[config.mk]
export PLATFORM = sky130hd
export DESIGN_NAME = load_store_unit
export DESIGN_NICKNAME = d
export VERILOG_FILES = /design/src/rtl/load_store_unit.sv
export SDC_FILE = /design/constraint.sdc
export NUM_CORES = 1
export LEC_CHECK = 0
export BUFFER_PORTS_ARGS = -buffer_cell sky130_fd_sc_hd__buf_4
export CORE_MARGIN = 5
export CORE_UTILIZATION = 50
export DETAILED_ROUTE_END_ITERATION = 10
export PLACE_DENSITY = 0.78
export SYNTH_ARGS = -nofsm -noshare
export SYNTH_HDL_FRONTEND = slang
export SYNTH_SLANG_ARGS = --single-unit
[constraint.sdc]
create_clock -name clk -period 9.35 [get_ports clk]
set_input_delay 0.935 -clock clk [delete_from_list [all_inputs] [get_ports clk]]
set_output_delay 0.935 -clock clk [all_outputs]
set_load 0.02 [all_outputs]
[src/rtl/load_store_unit.sv]
// Load/store unit: maps byte-addressed RISC-V loads/stores onto a word-addressed data memory.
// Define LSU_MISALIGN_SPLIT_EN to perform misaligned accesses (split across two words when needed).
module load_store_unit #(
   parameter int MEM_AW = 10
) (
   input  logic              clk,
   input  logic              rst,
   input  logic              req_valid,
   output logic              req_ready,
   input  logic              req_store,
   input  logic [2:0]        req_funct3,
   input  logic [31:0]       req_addr,
   input  logic [31:0]       req_wdata,
   input  logic [4:0]        req_rd,
   output logic              resp_valid,
   input  logic              resp_ready,
   output logic [31:0]       resp_rdata,
   output logic [4:0]        resp_rd,
   output logic              resp_store,
   output logic              resp_err,
   output logic              mem_valid,
   input  logic              mem_ready,
   output logic              mem_we,
   output logic [3:0]        mem_be,
   output logic [MEM_AW-1:0] mem_addr,
   output logic [31:0]       mem_wdata,
   input  logic [31:0]       mem_rdata
);

   typedef enum logic [1:0] {IDLE, ACC0, ACC1, RESP} state_t;
   state_t state, state_nx;

   logic              store_q;
   logic [2:0]        f3_q;
   logic [1:0]        off_q;
   logic [MEM_AW-1:0] word_q;
   logic [31:0]       wdata_q;
   logic [4:0]        rd_q;
   logic              split_q;
   logic [31:0]       lo_q;
   logic              err_q;
   logic [31:0]       rdata_q;

   function automatic logic [3:0] base_be(input logic [1:0] size);
      case (size)
         2'd0:    base_be = 4'b0001;
         2'd1:    base_be = 4'b0011;
         default: base_be = 4'b1111;
      endcase
   endfunction

   // Bytes of {hi,lo} starting at byte offset off.
   function automatic logic [31:0] extract(input logic [31:0] hi, input logic [31:0] lo,
                                           input logic [1:0] off);
      case (off)
         2'd0:    extract = lo;
         2'd1:    extract = {hi[7:0],  lo[31:8]};
         2'd2:    extract = {hi[15:0], lo[31:16]};
         default: extract = {hi[23:0], lo[31:24]};
      endcase
   endfunction

   function automatic logic [31:0] extend(input logic [31:0] raw, input logic [2:0] f3);
      logic signed [7:0]  sb;
      logic signed [15:0] sh;
      sb = raw[7:0];
      sh = raw[15:0];
      case (f3)
         3'd0:    extend = 32'(sb);
         3'd1:    extend = 32'(sh);
         3'd4:    extend = {24'd0, raw[7:0]};
         3'd5:    extend = {16'd0, raw[15:0]};
         default: extend = raw;
      endcase
   endfunction

   // Request decode, evaluated on the raw request at capture
   logic [2:0] req_bytes;
   logic       req_cross, f3_err, range_err, misalign_err, req_err, req_split;

   always_comb begin
      case (req_funct3[1:0])
         2'd0:    req_bytes = 3'd1;
         2'd1:    req_bytes = 3'd2;
         default: req_bytes = 3'd4;
      endcase
      req_cross = ({1'b0, req_addr[1:0]} + req_bytes) > 3'd4;
      f3_err    = req_store ? (req_funct3 > 3'd2)
                            : (req_funct3 == 3'd3 || req_funct3 == 3'd6 || req_funct3 == 3'd7);
      range_err = |req_addr[31:MEM_AW+2];
`ifdef LSU_MISALIGN_SPLIT_EN
      misalign_err = req_cross && (&req_addr[MEM_AW+1:2]);
      req_split    = req_cross;
`else
      misalign_err = ((req_funct3[1:0] == 2'd1) && req_addr[0]) ||
                     ((req_funct3[1:0] == 2'd2) && (req_addr[1:0] != 2'd0));
      req_split    = 1'b0;
`endif
      req_err = f3_err || range_err || misalign_err;
   end

   // Lanes and data for both possible words; the upper half belongs to word A+1
   logic [7:0]  be8;
   logic [63:0] wd64;
   assign be8  = {4'b0000, base_be(f3_q[1:0])} << off_q;
   assign wd64 = {32'd0, wdata_q} << {off_q, 3'b000};

   always_comb begin
      state_nx = state;
      case (state)
         IDLE: if (req_valid) state_nx = req_err ? RESP : ACC0;
         ACC0: if (mem_ready) state_nx = split_q ? ACC1 : RESP;
         ACC1: if (mem_ready) state_nx = RESP;
         RESP: if (resp_ready) state_nx = IDLE;
         default: state_nx = IDLE;
      endcase
   end

   always_ff @(posedge clk or posedge rst) begin
      if (rst) begin
         state   <= IDLE;
         err_q   <= 1'b0;
         rdata_q <= 32'd0;
      end else begin
         state <= state_nx;
         if (state == IDLE && req_valid) begin
            err_q   <= req_err;
            rdata_q <= 32'd0;
         end else if (state == ACC0 && mem_ready && !split_q && !store_q) begin
            rdata_q <= extend(extract(32'd0, mem_rdata, off_q), f3_q);
         end else if (state == ACC1 && mem_ready && !store_q) begin
            rdata_q <= extend(extract(mem_rdata, lo_q, off_q), f3_q);
         end
      end
   end

   always_ff @(posedge clk) begin
      if (state == IDLE && req_valid) begin
         store_q <= req_store;
         f3_q    <= req_funct3;
         off_q   <= req_addr[1:0];
         word_q  <= req_addr[MEM_AW+1:2];
         wdata_q <= req_wdata;
         rd_q    <= req_rd;
         split_q <= req_split;
      end
      if (state == ACC0 && mem_ready) lo_q <= mem_rdata;
   end

   assign req_ready  = (state == IDLE);
   assign resp_valid = (state == RESP);
   assign resp_rdata = rdata_q;
   assign resp_err   = err_q;
   assign resp_rd    = rd_q;
   assign resp_store = store_q;

   assign mem_valid = (state == ACC0) || (state == ACC1);
   assign mem_we    = mem_valid && store_q;
   assign mem_be    = (state == ACC0) ? be8[3:0] : (state == ACC1) ? be8[7:4] : 4'b0000;
   assign mem_addr  = (state == ACC1) ? word_q + MEM_AW'(1) : word_q;
   assign mem_wdata = (state == ACC1) ? wd64[63:32] : wd64[31:0];

endmodule

==> results.yml <==
global_routing:
  grt_use_total_pct: 25.90
  grt_pass1_vias: 6153
  grt_pass1_wl_mm: 32.53
  antenna_found_initial: 0
  grt_overflow: 0
  grt_max_degree: 77
sta:
  finClkSkew_ns: 0.005097
  period_needed_ns: 4.495
  max_freq_mhz: 222.5
  worst_pin_slew_ns: 1.239
  slew_headroom_pct: 17.37
  rsz0062_at_grt: "false"
  setup_viol: 0
  finalHoldViolations: 0
  final.setup.tns_ns: 0
  maxSlewViolCount: 0
  post-route-period-util_pct: 48.08
floorplan:
  ios: 199
  initial_core_util_pct: 51.08
  die_height_um: 126.5
  dieArea_sq_mm: 0.01601
  core-area_sq_mm: 0.01330
  die_x_um: 126.5
  core.rowCount: 42
placed_design:
  port-buffer-count: 198
  place_congestion: 0.8913
  dpl.hpwl_mm: 14.48
clock_network:
  cts_made_buffers: 17
  cts_tree: "built"
  ctsHoldBuffers: 0
  htree_levels: 4
  post_cts.repair.setup_buffers: 0
  worstSkewPairLatency_ns: 0.42
  cts_root_buf: "clkbuf_16"
  post_cts_resized: 0
  clk_pin_slew_ns: 0.05
  clockBufferDepth: 2
  clock_sinks: 120
power_and_ir_drop:
  vdd_ir_drop_max_mv: 0.2073
  power.leakage_nw: 3.738
  p_per_area_mw_per_mm2: 275.7
  finalPower_mw: 2.449
setup_path:
  max_stage_delay_ns: 1.17
  cp-end-kind: "primary output"
  regToRegStartpoint: "off_q[0]"
  crit_path_cell_trace: "buf_4 -> mux2i_1 -> and2_1 -> a211oi_1 -> buf_4"
  crit_arrival_ns: 3.56
  worstSetupPathType: "flip-flop to primary output"
  cp.required_ns: 8.42
  crit_buf_inv: 2
  start_kind: "flip-flop"
  cpMaxStageDelayCell: "edfxtp_1"
  crit_path_start: "off_q[0]"
  crit_fanout: 71
  crit_family: "flip-flops"
  crit_top_cell: "buf_4"
layout:
  n_antenna_cell: 0
  nets: 875
  drive_above_1_share_pct: 34.50
  fin_util_pct: 66.82
  multi_input_area_sq_mm: 0.003122
  regArea_sq_mm: 0.003428
  fill_cells: 989
  area_growth_pct: 30.80
outcome:
  outcome: "finished, final reports clean"
synth:
  synth_top_cell_by_area: "edfxtp_1"
  ys_async_sr_fraction_pct: 29.17
  ys_dominant_reg_cell: "edfxtp_1"
  yosys_warnings: 0
  ys_seq_area_share_pct: 50.48
  synth_nets: 697
  synth_cell_types: 52
  synth_top_cell_area_share_pct: 37.58
  syn_inst: 580
  synth_edf_count: 85
  ys_ff_latch: 120
  syn_area_sq_mm: 0.006792
  ys_top_cells_by_area: "edfxtp_1 38%, dfrtp_1 13%, mux2i_1 7.5%, mux4_2 7.3%, a22o_1 2.7%"
  avgSynthCellArea_sq_um: 11.71
route:
  drt-total-wl_mm: 20.77
  drtPass1Iterations: 9
  drc: 0
  wl_per_cell_um: 21.93
  vias: 6007
  postRouteAntennaNets: 0
  drtIter0Drc: 863
  viasPerCell: 6.343
hold_path:
  hold_path_startpoint: "resp_rdata[0]"
  min-delay-path-class: "flip-flop to flip-flop"
flow_run:
  cap_violations: 0
[logic make-up (layout without fill, tap and decap cells)]
group                      Yosys count  in the layout  synth area share [%]
adders and majority gates            7              7                 1.290
DFF                                120            120                 50.48
buffers and inverters               54            245                 3.832
muxes                               80             80                 15.97
AOI/OAI and AO/OA                  167            167                 16.88
xor gates and xnor gates             9              9                 1.161
and+or+nand+nor                    143            143                 10.39
[metal layers]
metal  vias to the layer above  GRT usage, %  routed length, um
met4                         0         12.11                677
met5                         -             0                  0
li1                       2636             -                  -
met1                      2865         32.03               7540
met3                        61         7.902               2633
met2                       445         41.75               9919
[worst reg2reg max path, cell delays in order (launching register included)]
cell and delay [ns]:
edfxtp_1 1.17, buf_4 0.92, mux4_2 0.50, mux2i_1 0.10, o21a_1 0.22, nor2_1 0.69, a22o_1 0.27
[power by group]
part | switching (mW) | internal, mW | total, mW
clock | 0.225 | 0.383 | 0.608
combinational | 0.602 | 0.431 | 1.03
sequential | 0.0939 | 0.713 | 0.807
total | 0.922 | 1.53 | 2.45
[synth_stat cells (all sizes together), types with 2 or more instances]
cell type / count
edfxtp: 85
mux2i: 51
nand2: 45
o21ai: 37
dfrtp: 35
a21oi: 27
clkbuf: 25
nor2: 24
mux4: 22
a22o: 21
buf: 21
a211oi: 20
and2: 13
nand3: 12
nor3: 12
a31oi: 11
nor2b: 10
o22ai: 10
a22oi: 9
a222oi: 8
inv: 8
ha: 7
mux2: 7
xnor2: 7
nor4: 6
o2111ai: 6
nand4: 5
o211ai: 5
a2bb2oi: 4
nand2b: 4
and3: 3
a211o: 2
o21a: 2
or2: 2
or3: 2
xor2: 2
[metrics by stage]
stage	hold WS (ns)	instances	setup slack [ns]	instance area (sq um)
2_1_floorplan	0.5251	580	5.525	6792
3_3_place_gp	0.4718	915	5.604	8339
3_5_place_dp	0.4760	915	5.435	8339
4_1_cts	0.4876	947	4.898	8884
5_1_grt	0.5080	947	4.639	8884
6_report	0.4831	947	4.855	8884
[area by class of cell]
class / count / share of cell area (%)
flip-flops and latches: 120 / 38.59
multi-input cells: 406 / 35.14
repair buffers: 205 / 17.32
clock buffers: 19 / 4.873
well taps: 176 / 2.479
clock inverters: 13 / 1.254
inverters: 8 / 0.3380
[placed cells by master (no fill, tap or decap), drive strengths merged, types with 8 or more instances in the layout]
master / synthesis / final
buf: 21 / 205
edfxtp: 85 / 85
mux2i: 51 / 51
nand2: 45 / 45
o21ai: 37 / 37
dfrtp: 35 / 35
a21oi: 27 / 27
nor2: 24 / 24
mux4: 22 / 22
a22o: 21 / 21
a211oi: 20 / 20
clkbuf: 25 / 19
and2: 13 / 13
nor3: 12 / 12
nand3: 12 / 12
a31oi: 11 / 11
nor2b: 10 / 10
o22ai: 10 / 10
a22oi: 9 / 9
clkinv: 0 / 9
a222oi: 8 / 8
inv: 8 / 8
[sequential cells by signal, indices dropped and copies added (netlist names), 2 cells and up]
register and flops:
lo_q 32, resp_rdata 32, wdata_q 32, word_q 10
resp_rd 5, f3_q 3, off_q 2, state 2
[path summary, 6_finish.rpt]
path | slack (ns) | cells after the start | to
max | 4.85 | 5 | mem_wdata[26]
min | 0.48 | 2 | resp_rdata[0]
max reg2reg | 5.43 | 6 | resp_rdata[13]
min reg2reg | 0.48 | 2 | resp_rdata[0]
max in group asynchronous | 8.37 | 3 | resp_rdata[0]
min in group asynchronous | 0.63 | 3 | resp_rdata[27]
No activity file was read; power rests on OpenSTA's default activity.
